`config.mk`:
```
export PLATFORM = sky130hd
export DESIGN_NAME = fp_sign_unit
export DESIGN_NICKNAME = d
export VERILOG_FILES = /design/src/rtl/fp_sign_pkg.sv /design/src/rtl/fp_sign_pipe_stage.sv /design/src/rtl/fp_sign_unit.sv
export SDC_FILE = /design/constraint.sdc
export NUM_CORES = 1
export LEC_CHECK = 0
export BUFFER_PORTS_ARGS = -buffer_cell sky130_fd_sc_hd__buf_2
export CORE_MARGIN = 2
export CORE_UTILIZATION = 38
export CTS_BUF_LIST = sky130_fd_sc_hd__clkbuf_8
export DETAILED_ROUTE_END_ITERATION = 7
export PLACE_DENSITY = 0.79
export SLEW_MARGIN = 20
export SYNTH_ARGS = -nofsm -noshare
export SYNTH_HDL_FRONTEND = slang
export SYNTH_HIERARCHICAL = 1
export SYNTH_SLANG_ARGS = --single-unit
```
`constraint.sdc`:
```
create_clock -name clk -period 1.65 [get_ports clk]
set_input_delay 0.165 -clock clk [delete_from_list [all_inputs] [get_ports clk]]
set_output_delay 0.165 -clock clk [all_outputs]
set_load 0.01 [all_outputs]
```
`src/rtl/fp_sign_pkg.sv`:
```
// Shared types and helpers for the IEEE 754 sign-manipulation unit.
// Helpers take a 64-bit value so one function covers half, single and double.
package fp_sign_pkg;

    typedef enum logic [2:0] {
        OP_PASS  = 3'b000,
        OP_NEG   = 3'b001,
        OP_ABS   = 3'b010,
        OP_SGNJ  = 3'b011,
        OP_SGNJN = 3'b100,
        OP_SGNJX = 3'b101
    } sign_op_e;

    function automatic logic [63:0] exp_mask(input int exp_w, input int man_w);
        return ((64'd1 << exp_w) - 64'd1) << man_w;
    endfunction

    function automatic logic is_nan(input logic [63:0] val, input int exp_w, input int man_w);
        logic [63:0] em;
        logic [63:0] mm;
        em = exp_mask(exp_w, man_w);
        mm = (64'd1 << man_w) - 64'd1;
        return ((val & em) == em) && ((val & mm) != 64'd0);
    endfunction

    // Positive sign, all-ones exponent, only the quiet bit set in the mantissa.
    function automatic logic [63:0] canon_nan(input int exp_w, input int man_w);
        return exp_mask(exp_w, man_w) | (64'd1 << (man_w - 1));
    endfunction

endpackage

```
`src/rtl/fp_sign_pipe_stage.sv`:
```
// One elastic register slice: holds a payload until downstream takes it,
// and accepts a new one in the same cycle when the current one leaves.
module fp_sign_pipe_stage #(
    parameter int DW = 34
) (
    input  logic          clk,
    input  logic          rst_n,
    input  logic          up_valid,
    input  logic [DW-1:0] up_data,
    output logic          up_ready,
    output logic          dn_valid,
    output logic [DW-1:0] dn_data,
    input  logic          dn_ready
);

    logic          valid_r;
    logic [DW-1:0] data_r;

    // Slice can take new data when empty or when its contents are leaving.
    always_comb begin
        up_ready = !valid_r || dn_ready;
    end

    // Valid/data register; an empty upstream clears valid once data is taken.
    always_ff @(posedge clk or negedge rst_n) begin
        if (!rst_n) begin
            valid_r <= 1'b0;
            data_r  <= '0;
        end else if (up_ready) begin
            valid_r <= up_valid;
            if (up_valid) begin
                data_r <= up_data;
            end
        end
    end

    assign dn_valid = valid_r;
    assign dn_data  = data_r;

endmodule

```
`src/rtl/fp_sign_unit.sv`:
```
// Pipelined IEEE 754 sign manipulation (pass/neg/abs/sign-injection).
// Define FP_SIGN_CANON_NAN_EN to replace NaN operands with the canonical quiet NaN.
module fp_sign_unit
    import fp_sign_pkg::*;
#(
    parameter int EXP_W       = 8,
    parameter int MAN_W       = 23,
    parameter int PIPE_STAGES = 1
) (
    input  logic                   clk,
    input  logic                   rst_n,
    input  logic                   in_valid,
    output logic                   in_ready,
    input  logic [2:0]             op,
    input  logic [EXP_W+MAN_W:0]   fp_a,
    input  logic [EXP_W+MAN_W:0]   fp_b,
    output logic                   out_valid,
    input  logic                   out_ready,
    output logic [EXP_W+MAN_W:0]   fp_r,
    output logic                   nan_flag,
    output logic                   illegal_op
);

    localparam int W  = 1 + EXP_W + MAN_W;
    localparam int DW = W + 2;

    if (PIPE_STAGES < 1 || PIPE_STAGES > 3) begin : g_bad_stages
        $error("fp_sign_unit: PIPE_STAGES must be in 1..3");
    end

`ifdef FP_SIGN_CANON_NAN_EN
    localparam logic [63:0]  CANON_FULL = canon_nan(EXP_W, MAN_W);
    localparam logic [W-1:0] CANON      = CANON_FULL[W-1:0];
`endif

    logic          sign_s;
    logic          illegal_s;
    logic          nan_s;
    logic [63:0]   a_ext_s;
    logic [W-1:0]  result_s;

    // Zero-extend fp_a so the shared width-agnostic NaN test can be used.
    always_comb begin
        a_ext_s          = 64'd0;
        a_ext_s[W-1:0]   = fp_a;
        nan_s            = is_nan(a_ext_s, EXP_W, MAN_W);
    end

    // Sign selection; illegal codes keep fp_a's own sign so fp_r == fp_a.
    always_comb begin
        sign_s    = fp_a[W-1];
        illegal_s = 1'b0;
        case (op)
            OP_PASS:  sign_s = fp_a[W-1];
            OP_NEG:   sign_s = ~fp_a[W-1];
            OP_ABS:   sign_s = 1'b0;
            OP_SGNJ:  sign_s = fp_b[W-1];
            OP_SGNJN: sign_s = ~fp_b[W-1];
            OP_SGNJX: sign_s = fp_a[W-1] ^ fp_b[W-1];
            default: begin
                sign_s    = fp_a[W-1];
                illegal_s = 1'b1;
            end
        endcase
    end

    // NaN operands bypass the sign logic; illegal ops return fp_a untouched.
    always_comb begin
        if (illegal_s) begin
            result_s = fp_a;
        end else if (nan_s) begin
`ifdef FP_SIGN_CANON_NAN_EN
            result_s = CANON;
`else
            result_s = fp_a;
`endif
        end else begin
            result_s = {sign_s, fp_a[W-2:0]};
        end
    end

    logic          stg_valid_s [0:PIPE_STAGES];
    logic [DW-1:0] stg_data_s  [0:PIPE_STAGES];
    logic          stg_ready_s [0:PIPE_STAGES];

    assign stg_valid_s[0]           = in_valid;
    assign stg_data_s[0]            = {result_s, nan_s, illegal_s};
    assign stg_ready_s[PIPE_STAGES] = out_ready;
    assign in_ready                 = stg_ready_s[0];

    for (genvar i = 0; i < PIPE_STAGES; i++) begin : g_stage
        fp_sign_pipe_stage #(.DW(DW)) u_stage (
            .clk      (clk),
            .rst_n    (rst_n),
            .up_valid (stg_valid_s[i]),
            .up_data  (stg_data_s[i]),
            .up_ready (stg_ready_s[i]),
            .dn_valid (stg_valid_s[i+1]),
            .dn_data  (stg_data_s[i+1]),
            .dn_ready (stg_ready_s[i+1])
        );
    end

    assign out_valid                    = stg_valid_s[PIPE_STAGES];
    assign {fp_r, nan_flag, illegal_op} = stg_data_s[PIPE_STAGES];

endmodule

```
Yosys cells after proc, flatten, opt, wreduce, memory -nomap -nowiden
Index checks and enable logic that the tools add are counted.
Cells by class
  equal/unequal tests: 6
  bitwise operators: 3
  reductions and logical operators: 7
  muxes and demuxes: 4
Operator list (count)
  $mux W32: 2
  $reduce_bool A64 Y1: 1
  $eq A8 B8 Y1 const B: 1
  $eq A3 B2 Y1 const B: 2
  $eq A3 B3 Y1 const B: 2
  $reduce_or A6 Y1: 1
  $pmux W1 S5: 1
  $eq A3 B1 Y1 const B: 1
  $logic_not A3 Y1: 1
  $not A1 Y1: 2
  $reduce_and A2 Y1: 1
  $logic_and A1 B1 Y1: 1
  $logic_not A1 Y1: 1
  $logic_or A1 B1 Y1: 1
  $mux W1: 1
  $xor A1 B1 Y1: 1
Word-level totals
  flip-flop bits (word level): 35
  output and inout bits: 36
  logic and storage cells: 22

Depth between registers and ports, before layout
Gate-level depths: netlist of the first run.
  depth after elaboration: 4
  gate-level depth with buffers: 6
  gate-level depth less buffers: 6

Hierarchy
Netlist of the first run, hierarchy kept.
Modules (own cells, without submodules)
  fp_sign_pipe_stage: cells each 75, area each 1463.9 µm², instances 1, seq. area each 875.8 µm²
  fp_sign_unit: cells each 21, area each 137.6 µm², instances 1, seq. area each 0.0 µm²

Least setup slack after synthesis of the first run
Ideal clock, no wire load.
  path kind: input -> register
  start point: in fp_a[10]
  end point: reg g_stage[0].u_stage.data_r[33]
  data arrival time: 1.475 ns
  stages on the path: 6
  path slack: 0.050 ns
  required time: 1.525 ns
  library setup time: 0.125 ns
  path buffers: 0
  cell sequence: nor4_1 -> nand4_1 -> o21a_1 -> nor3_2 -> mux2_2 -> mux2_2
Between the ends
  cells in the longest elaborated chain, start to end: 4
Ends and longest elaborated chain
  start: declaration: line fp_sign_unit.sv:15  | input logic [EXP_W+MAN_W:0] fp_a,
  $reduce_bool A64 Y1: line fp_sign_pkg.sv:23  | return ((val & em) == em) && ((val & mm) != 64'd0);
  $logic_and A1 B1 Y1: line fp_sign_pkg.sv:23
  net nan_s: line fp_sign_unit.sv:38  | logic nan_s;
  $mux W32: line fp_sign_unit.sv:71  | end else if (nan_s) begin
  $mux W32: line fp_sign_unit.sv:69  | if (illegal_s) begin
  net result_s[31]: line fp_sign_unit.sv:40  | logic [W-1:0] result_s;
  end signal: assignment: line fp_sign_pipe_stage.sv:32  | data_r <= up_data;
  end: declaration: line fp_sign_pipe_stage.sv:17  | logic [DW-1:0] data_r;
The timed path passes the listed nets, and every way through them passes these cells.
A chain may end at the register's enable or synchronous reset.

Final worst setup path of the first run
Ends and elaborated chain as after synthesis.

==> flow_summary.json, run 1 <==
{
  "outcome": "complete, no violations",
  "p_leak_uw": 0.00116,
  "ios": 107,
  "core_um2": 4030,
  "synth_top_area_share_pct": 54.7,
  "p_per_area_nw_per_um2": 994,
  "placed_cells": 231,
  "finalWirelength_mm": 3.34,
  "drtIter0Drc": 23,
  "crit_path_start_kind": "input port",
  "postSynthCellCount": 96,
  "hold_violations": 0,
  "ys_top_cells_by_count": "dfrtp_1 (35), mux2_4 (30), mux2_2 (5), nor4_1 (5)",
  "hp-class": "input port to register",
  "yosysUniqueCellTypes": 19,
  "synth-edff-count": 0,
  "place_congestion": 0.702,
  "dp_slack_ns": -0.325,
  "grt_start_max_net_pins": 36,
  "synth_seq_cells": 35,
  "placed_area_um2": 2090,
  "vias": 1137,
  "cts_sinks": 35,
  "r2r_setup_slack_ns": 0.34,
  "clkLatencyLatePin_ns": 0.28,
  "rows": 23,
  "synth_area_um2": 1600,
  "syn_to_final_growth_pct": 39.1,
  "via_per_inst": 4.76,
  "fp.dieW_um": 68.9,
  "diodes": 0,
  "cp.required_ns": 1.82,
  "fin_area_um2": 2230,
  "ys_warn_count": 6,
  "peakVddDrop_mv": 0.609,
  "fp.dieArea_um2": 4750,
  "crit_path_max_fanout": 2,
  "rsz0062_at_grt": "false",
  "ant_nets": 0,
  "grt_pass1_wl_mm": 4.91,
  "cap_violations": 0,
  "slew_headroom_pct": 71.2,
  "final.setup_skew_ns": 0.00576,
  "max_freq_mhz": 656,
  "whs_ns": 0.112,
  "clk_pin_slew_ns": 0.07,
  "grt.total_usage_pct": 14.6,
  "critPathKind": "input port to register",
  "wire_per_inst_um": 14.0,
  "setup_viol_count_final": 0,
  "dr.pass1.iters": 2,
  "clockBufferDepth": 2,
  "ys_seq_area_share_pct": 54.7,
  "setup_ws_ns": 0.125,
  "netlist.top_cell.by_area": "dfrtp_1",
  "post-route-drc-count": 0,
  "portBuffers": 75,
  "synth_area_per_cell_um2": 16.7,
  "synth_area_leaders": "dfrtp_1 (55%), mux2_4 (28%), buf_12 (3.8%), mux2_2 (3.5%), nor4_1 (2.0%)",
  "cts_buffers": 5,
  "fin_crit_ns": 1.52,
  "final_nets": 260,
  "worst_slew_pin_slew_ns": 0.432,
  "mappedNetlistNets": 167,
  "arrival_ns": 1.69,
  "dp_hpwl_mm": 2.51,
  "cts-root-buf": "clkbuf_8",
  "drv_slew": 0,
  "start_util_pct": 39.8,
  "antenna_found_initial": 0,
  "min_period_over_period_pct": 92.4,
  "worstSetupEndpointType": "register",
  "grt_pass1_vias": 1080,
  "overflow": 0,
  "htree_levels": 2,
  "synth_ff_type": "dfrtp_1",
  "synth_most_common_cell": "dfrtp_1",
  "cts_tree": "yes",
  "fin_tns_setup_ns": 0,
  "die_h_um": 68.9,
  "final_layout_size_suffix_gt1_share_pct": 73.0,
  "fin_cells": 239,
  "synthArstFlopShare_pct": 100
}
cell families after synthesis:
group	synth area share, %
multiplexers	31.6
AND/OR/NAND/NOR	8.59
AO/OA/AOI/OAI	0.781
XOR/XNOR	0.547
flip-flops	54.7
buffers and inverters	3.75
where the power goes:
| group | internal (µW) | total (µW) | leakage [µW] | switching [µW] |
|---|---|---|---|---|
| combinational | 323 | 553 | 0.000697 | 230 |
| sequential | 980 | 1050 | 0.000413 | 67.7 |
| clock | 327 | 613 | 0.0000470 | 286 |
| total | 1630 | 2210 | 0.00116 | 584 |
worst paths after layout:
check                      cells after the start                              to                      startpoint
max                                            7  g_stage[0].u_stage/dn_data[33]                        fp_a[10]
min reg2reg                                    1  g_stage[0].u_stage/dn_data[33]  g_stage[0].u_stage/dn_data[33]
min in group asynchronous                      3  g_stage[0].u_stage/dn_data[33]                           rst_n
max reg2reg                                    4  g_stage[0].u_stage/dn_data[11]     g_stage[0].u_stage/dn_valid
max in group asynchronous                      3  g_stage[0].u_stage/dn_data[17]                           rst_n
min                                            2     g_stage[0].u_stage/dn_valid                        in_valid
critical path, stage by stage:
cell and delay (ns):
buf_2 0.11, nor4_2 0.28, nand4_1 0.15, o21a_1 0.22
nor3_2 0.17, mux2_2 0.34, mux2_2 0.25
cell usage in the layout (no fill, tap or decap):
master and n:
dlygate4sd3_1 1, nor4_4 1, nor4_2 4, buf_2 75, dfrtp_1 35, o21a_1 1
nor3_1 2, and2_1 1, nand2b_4 1, o21ai_0 1, clkbuf_8 6, xnor2_1 1
buf_12 1, nand4b_1 1, nor2b_1 2, nor3_2 1, nor2_1 1, nand4_1 3
mux2_4 30, nand2_1 1, clkinv_2 1, buf_4 12, or2b_1 1, mux2_2 5
nand2_4 1
final cells by class:
class | instances | area [µm²]
Fill cell | 347 | 1800
Sequential cell | 35 | 876
Multi-Input combinational cell | 58 | 706
Timing Repair Buffer | 89 | 495
Clock buffer | 6 | 82.6
Tap cell | 50 | 62.6
Clock inverter | 1 | 5.00
repair_timing:
| item | CTS | global route |
|---|---|---|
| gates resized for setup | 1 | 5 |
| buffers inserted | 0 | 0 |
| endpoints found under the hold margin | 35 | 0 |
| hold buffers | 1 | 0 |
| pin swaps | 0 | 1 |
| endpoints found under the setup margin | 1 | 1 |
state kept, by name (all words and copies together), names as in the netlist:
register,cells
g_stage.u_stage/dn_data,34
g_stage.u_stage/dn_valid,1
stage by stage:
stage	utilization, %	power [µW]
after global placement	51.9	1600
after CTS	54.4	2240
after detailed placement	51.9	1610
after floorplan	-	1370
after global routing	55.3	2340
final	55.3	2210
per-layer routing:
metal | track usage, % | vias to the layer above | routed length (µm)
met5 | 0 | - | 0
met4 | 5.88 | 0 | 40
met3 | 6.33 | 6 | 255
met2 | 22.4 | 51 | 1590
met1 | 18.0 | 552 | 1460
li1 | - | 528 | -
Power figures use the tool's default switching activity.
==> inputs of run 2 (changes only) <==
--- a/config.mk
+++ b/config.mk
@@ -5,10 +5,10 @@
 export SDC_FILE = /design/constraint.sdc
 export NUM_CORES = 1
 export LEC_CHECK = 0
+export ABC_AREA = 1
 export BUFFER_PORTS_ARGS = -buffer_cell sky130_fd_sc_hd__buf_2
 export CORE_MARGIN = 2
 export CORE_UTILIZATION = 38
-export CTS_BUF_LIST = sky130_fd_sc_hd__clkbuf_8
 export DETAILED_ROUTE_END_ITERATION = 7
 export PLACE_DENSITY = 0.79
 export SLEW_MARGIN = 20
==> constraint.sdc (replaced) <==
create_clock -name clk -period 1.7 [get_ports clk]
set_input_delay 0.17 -clock clk [delete_from_list [all_inputs] [get_ports clk]]
set_output_delay 0.17 -clock clk [all_outputs]
set_load 0.01 [all_outputs]
==> flow_summary.json, run 2 <==
{
  "cts_buffers": 5,
  "p_per_area_nw_per_um2": 950,
  "cts_sinks": 35,
  "place_congestion": 0.818,
  "drtIter0Drc": 118,
  "yosysUniqueCellTypes": 14,
  "diodes": 0,
  "synth_top_area_share_pct": 54.2,
  "crit_path_max_fanout": 26,
  "cts-root-buf": "clkbuf_8",
  "start_util_pct": 39.8,
  "synth_area_um2": 1620,
  "post-cts-setup-buffer-count": 0,
  "final.setup_skew_ns": 0.00394,
  "fin_tns_setup_ns": 0,
  "seq_area_um2": 876,
  "synth_most_common_cell": "nand2_1",
  "clockBufferDepth": 2,
  "multi_input_area_um2": 641,
  "crit_slowest_cell": "dfrtp_1",
  "htree_levels": 2,
  "ys_seq_area_share_pct": 54.2,
  "core_um2": 4060,
  "post_cts_resized": 0,
  "finalWirelength_mm": 3.77,
  "cp.required_ns": 1.53,
  "vias": 1571,
  "wl_met1_mm": 1.65,
  "outcome": "complete, no violations",
  "wl_met2_mm": 1.77,
  "synth_ff_type": "dfrtp_1",
  "syn_to_final_growth_pct": 28.4,
  "grt_pass1_wl_mm": 6.63,
  "crit_path_max_incr_delay_ns": 0.41,
  "postSynthCellCount": 199,
  "dp_hpwl_mm": 2.77,
  "grt.total_usage_pct": 17.0,
  "final_layout_size_suffix_gt1_share_pct": 31.5,
  "arrival_ns": 1.14,
  "rows": 23,
  "cts_tree": "yes",
  "fp.dieArea_um2": 4790,
  "cap_violations": 0,
  "wire_per_inst_um": 11.7,
  "setup_ws_ns": 0.394,
  "die_h_um": 69.2,
  "fin_crit_ns": 1.31,
  "clk_pin_slew_ns": 0.06,
  "peakVddDrop_mv": 0.480,
  "ys_top_cells_by_count": "nand2_1 (83), nand3_1 (37), dfrtp_1 (35)",
  "power.total_uw": 1970,
  "critPathLaunch": "g_stage[0].u_stage/dn_valid",
  "synth_area_leaders": "dfrtp_1 (54%), nand2_1 (19%), nand3_1 (11%), nor2_1 (4.2%), buf_6 (2.1%)",
  "min_period_over_period_pct": 76.8,
  "p_leak_uw": 0.00121,
  "drv_slew": 0,
  "ant_nets": 0,
  "rsz0062_at_grt": "false",
  "netlist.top_cell.by_area": "dfrtp_1",
  "final_cell_mix": "nand2_1 (83), buf_2 (75), nand3_1 (37), dfrtp_1 (35), nor2_1 (18)",
  "overflow": 0,
  "portBuffers": 75,
  "synth_seq_cells": 35,
  "post-route-drc-count": 0,
  "dp_slack_ns": 0.398,
  "path_cells": "nand2_4, buf_2",
  "crit_path_start_kind": "register",
  "grt_pass1_vias": 1452,
  "placed_area_um2": 1990,
  "clkLatencyLatePin_ns": 0.27,
  "whs_ns": 0.136,
  "slew_headroom_pct": 48.7,
  "min_from": "fp_a[18]",
  "synth-edff-count": 0,
  "met3_length_um": 298,
  "grt_start_max_net_pins": 36,
  "fp.dieW_um": 69.2,
  "reg2reg_from": "g_stage[0].u_stage/dn_valid",
  "worstSetupEndpointType": "output pin",
  "synthArstFlopShare_pct": 100,
  "mappedNetlistNets": 270,
  "fin_area_um2": 2070,
  "num-fill-cells": 414,
  "synth_area_per_cell_um2": 8.12,
  "max_freq_mhz": 766,
  "ys_warn_count": 6,
  "dr.pass1.iters": 4,
  "setup_viol_count_final": 0,
  "hp-class": "input port to register",
  "routed.top_layer": "met4",
  "final_nets": 345,
  "antenna_found_initial": 0,
  "ios": 107,
  "largest_reg_flops": 34,
  "hold_violations": 0,
  "holdBufCountCts": 1,
  "via_per_inst": 4.86,
  "worst_slew_pin_slew_ns": 0.770,
  "layout_commonest_cell": "nand2_1",
  "critPathKind": "register to output pin"
}
## run 2: cell count changes after synthesis, moves of 3 or more
cell and delta:
inv_1 +6, mux2_2 -5, nor2_1 +17, buf_6 +3
nand3_1 +37, nand2_1 +82, nor4_1 -5, buf_12 -3
buf_4 +3, buf_2 +4, mux2_4 -30
## run 2: area by class of cell
class | instances | share of cell area (%)
clock buffer | 6 | 3.50
inverter | 6 | 1.09
sequential | 35 | 42.2
timing repair buffer | 78 | 19.3
tap | 50 | 3.02
multi-input combinational | 148 | 30.9
## run 2: path summary, 6_finish.rpt
check                                                 end  slack (ns)  cells after the start
min                        g_stage[0].u_stage/dn_data[20]        0.14                      3
max in group asynchronous  g_stage[0].u_stage/dn_data[33]        0.70                      2
max reg2reg                g_stage[0].u_stage/dn_data[13]        0.41                      4
max                                              in_ready        0.39                      2
min in group asynchronous  g_stage[0].u_stage/dn_data[17]        0.51                      2
min reg2reg                 g_stage[0].u_stage/dn_data[8]        0.46                      2
## run 2: per-stage QoR
stage	util, %	std cells
final	51.1	323
after global routing	51.1	323
after CTS	51.1	323
after detailed placement	49.1	316
after global placement	49.1	316
after floorplan	-	199
## run 2: cells by family (layout without fill, tap and decap cells)
group	Yosys count	count (layout)	synth area share [%]
AND/OR/NAND/NOR	148	148	39.7
flip-flops	35	35	54.2
buffers and inverters	16	90	6.12
## run 2: power breakdown
part           internal, µW  leakage (µW)  total, µW  switching (µW)
clock                   272     0.0000371        521             249
sequential              945      0.000431       1000            58.5
combinational           182      0.000737        446             265
## run 2: worst max-delay path, delay by kind of cell (launching register included)
family                 cells  cell delay [ns]
and+or+nand+nor            1             0.26
DFF                        1             0.41
buffers and inverters      1             0.19
## run 2: per-layer routing
layer / track usage, % / vias up
met2: 26.7 / 60
li1: - / 780
met5: 0 / -
met1: 23.1 / 724
met4: 5.23 / 0
met3: 4.51 / 7
==> inputs of run 3 (changes only) <==
==> constraint.sdc (replaced) <==
create_clock -name clk -period 1.3 [get_ports clk]
set_input_delay 0.13 -clock clk [delete_from_list [all_inputs] [get_ports clk]]
set_output_delay 0.13 -clock clk [all_outputs]
set_load 0.01 [all_outputs]
==> flow_summary.json, run 3 (synthesized netlist as in run 2, its figures left out) <==
{
  "outcome": "complete, no violations",
  "die_h_um": 69.2,
  "cap_violations": 0,
  "syn_to_final_growth_pct": 31.8,
  "antenna_found_initial": 0,
  "peakVddDrop_mv": 0.520,
  "slew_headroom_pct": 73.1,
  "crit_path_max_incr_delay_ns": 0.41,
  "multi_input_area_um2": 641,
  "worstSetupEndpointType": "register",
  "setup_viol_count_final": 0,
  "critPathKind": "register to register",
  "placed_cells": 318,
  "drv_slew": 0,
  "cts_tree": "yes",
  "dr.pass1.iters": 4,
  "p_per_area_nw_per_um2": 1260,
  "clockBufferDepth": 2,
  "r2r_cells": 4,
  "max_freq_mhz": 865,
  "clk_pin_slew_ns": 0.07,
  "grt_start_max_net_pins": 36,
  "worst_slew_pin_slew_ns": 0.404,
  "cts-root-buf": "clkbuf_8",
  "cts_sinks": 35,
  "rows": 23,
  "finalWirelength_mm": 3.90,
  "grt_pass1_wl_mm": 6.66,
  "final_nets": 347,
  "final_util_pct": 52.5,
  "clkLatencyLatePin_ns": 0.28,
  "min_period_over_period_pct": 88.9,
  "final.setup_skew_ns": 0.00431,
  "crit_slowest_cell": "dfrtp_1",
  "hold_violations": 0,
  "path_cells": "nand2_4, nand2_4, nand2_1, nand2_1",
  "arrival_ns": 1.32,
  "largest_reg_flops": 34,
  "seq_area_um2": 876,
  "vias": 1545,
  "wire_per_inst_um": 12.0,
  "hold_depth": 3,
  "via_per_inst": 4.74,
  "cts_buffers": 5,
  "fin_cells": 326,
  "fp.dieArea_um2": 4790,
  "hp-class": "input port to register",
  "core_um2": 4060,
  "start_util_pct": 39.8,
  "p_leak_uw": 0.00123,
  "portBuffers": 75,
  "num-fill-cells": 401,
  "fin_crit_ns": 1.16,
  "ios": 107,
  "post-route-drc-count": 0,
  "final_layout_size_suffix_gt1_share_pct": 32.6,
  "drtIter0Drc": 75,
  "layout_commonest_cell": "nand2_1",
  "crit_path_max_fanout": 35,
  "fin_area_um2": 2130,
  "grt_pass1_vias": 1430,
  "diodes": 0,
  "crit_path_start_kind": "register",
  "htree_levels": 2,
  "ant_nets": 0,
  "fin_tns_setup_ns": 0,
  "place_congestion": 0.840,
  "overflow": 0,
  "final_cell_mix": "nand2_1 (83), buf_2 (75), nand3_1 (37), dfrtp_1 (35), nor2_1 (18)",
  "rsz0062_at_grt": "false",
  "post-cts-setup-buffer-count": 0,
  "grt.total_usage_pct": 17.3,
  "power.total_uw": 2690,
  "cp.required_ns": 1.46,
  "dp_hpwl_mm": 2.89,
  "fp.dieW_um": 69.2,
  "placed_area_um2": 2030
}
==> run 3: per-layer routing <==
metal	GRT usage (%)	vias to the layer above	wire, µm
li1	-	786	-
met1	22.5	701	1740
met2	28.0	56	1880
met3	4.51	2	257
met4	5.88	0	21
met5	0	-	0
==> run 3: worst paths after layout <==
kind	startpoint	endpoint	slack (ns)
max	g_stage[0].u_stage/dn_valid	g_stage[0].u_stage/dn_data[14]	0.14
min	fp_a[21]	g_stage[0].u_stage/dn_data[23]	0.09
max reg2reg	g_stage[0].u_stage/dn_valid	g_stage[0].u_stage/dn_data[14]	0.14
min reg2reg	g_stage[0].u_stage/dn_data[10]	g_stage[0].u_stage/dn_data[10]	0.46
max in group asynchronous	rst_n	g_stage[0].u_stage/dn_data[1]	0.55
min in group asynchronous	rst_n	g_stage[0].u_stage/dn_data[17]	0.32
==> run 3: critical path: cells and delay by family (launching register included) <==
family	cells	cell delay, ns
flops	1	0.41
simple gates	4	0.61
==> run 3: report_power, final <==
part	leakage (µW)	switching, µW	internal (µW)
clock network	0.0000470	359	415
logic	0.000757	352	253
registers	0.000431	75.5	1240
==> run 3: repair_timing <==
item | 4_1_cts | 5_1_grt
endpoints found under the hold margin | 16 | 0
gates resized for setup | 0 | 0
hold buffers | 1 | 0
==> run 3: area by class of cell <==
cell class | count | area share (%)
clock buffers | 6 | 3.88
clock inverters | 1 | 0.235
multi-input cells | 148 | 30.1
inverters | 6 | 1.06
repair buffers | 80 | 20.7
well taps | 50 | 2.94
flip-flops and latches | 35 | 41.1
==> run 3: per-stage QoR <==
stage	worst slack [ns]	hold slack [ns]
final	0.144	0.0908
after global routing	0.0291	0.0868
after CTS	0.136	0.0804
after detailed placement	0.149	0.0822
after global placement	0.174	0.0845
after floorplan	0.326	-0.166
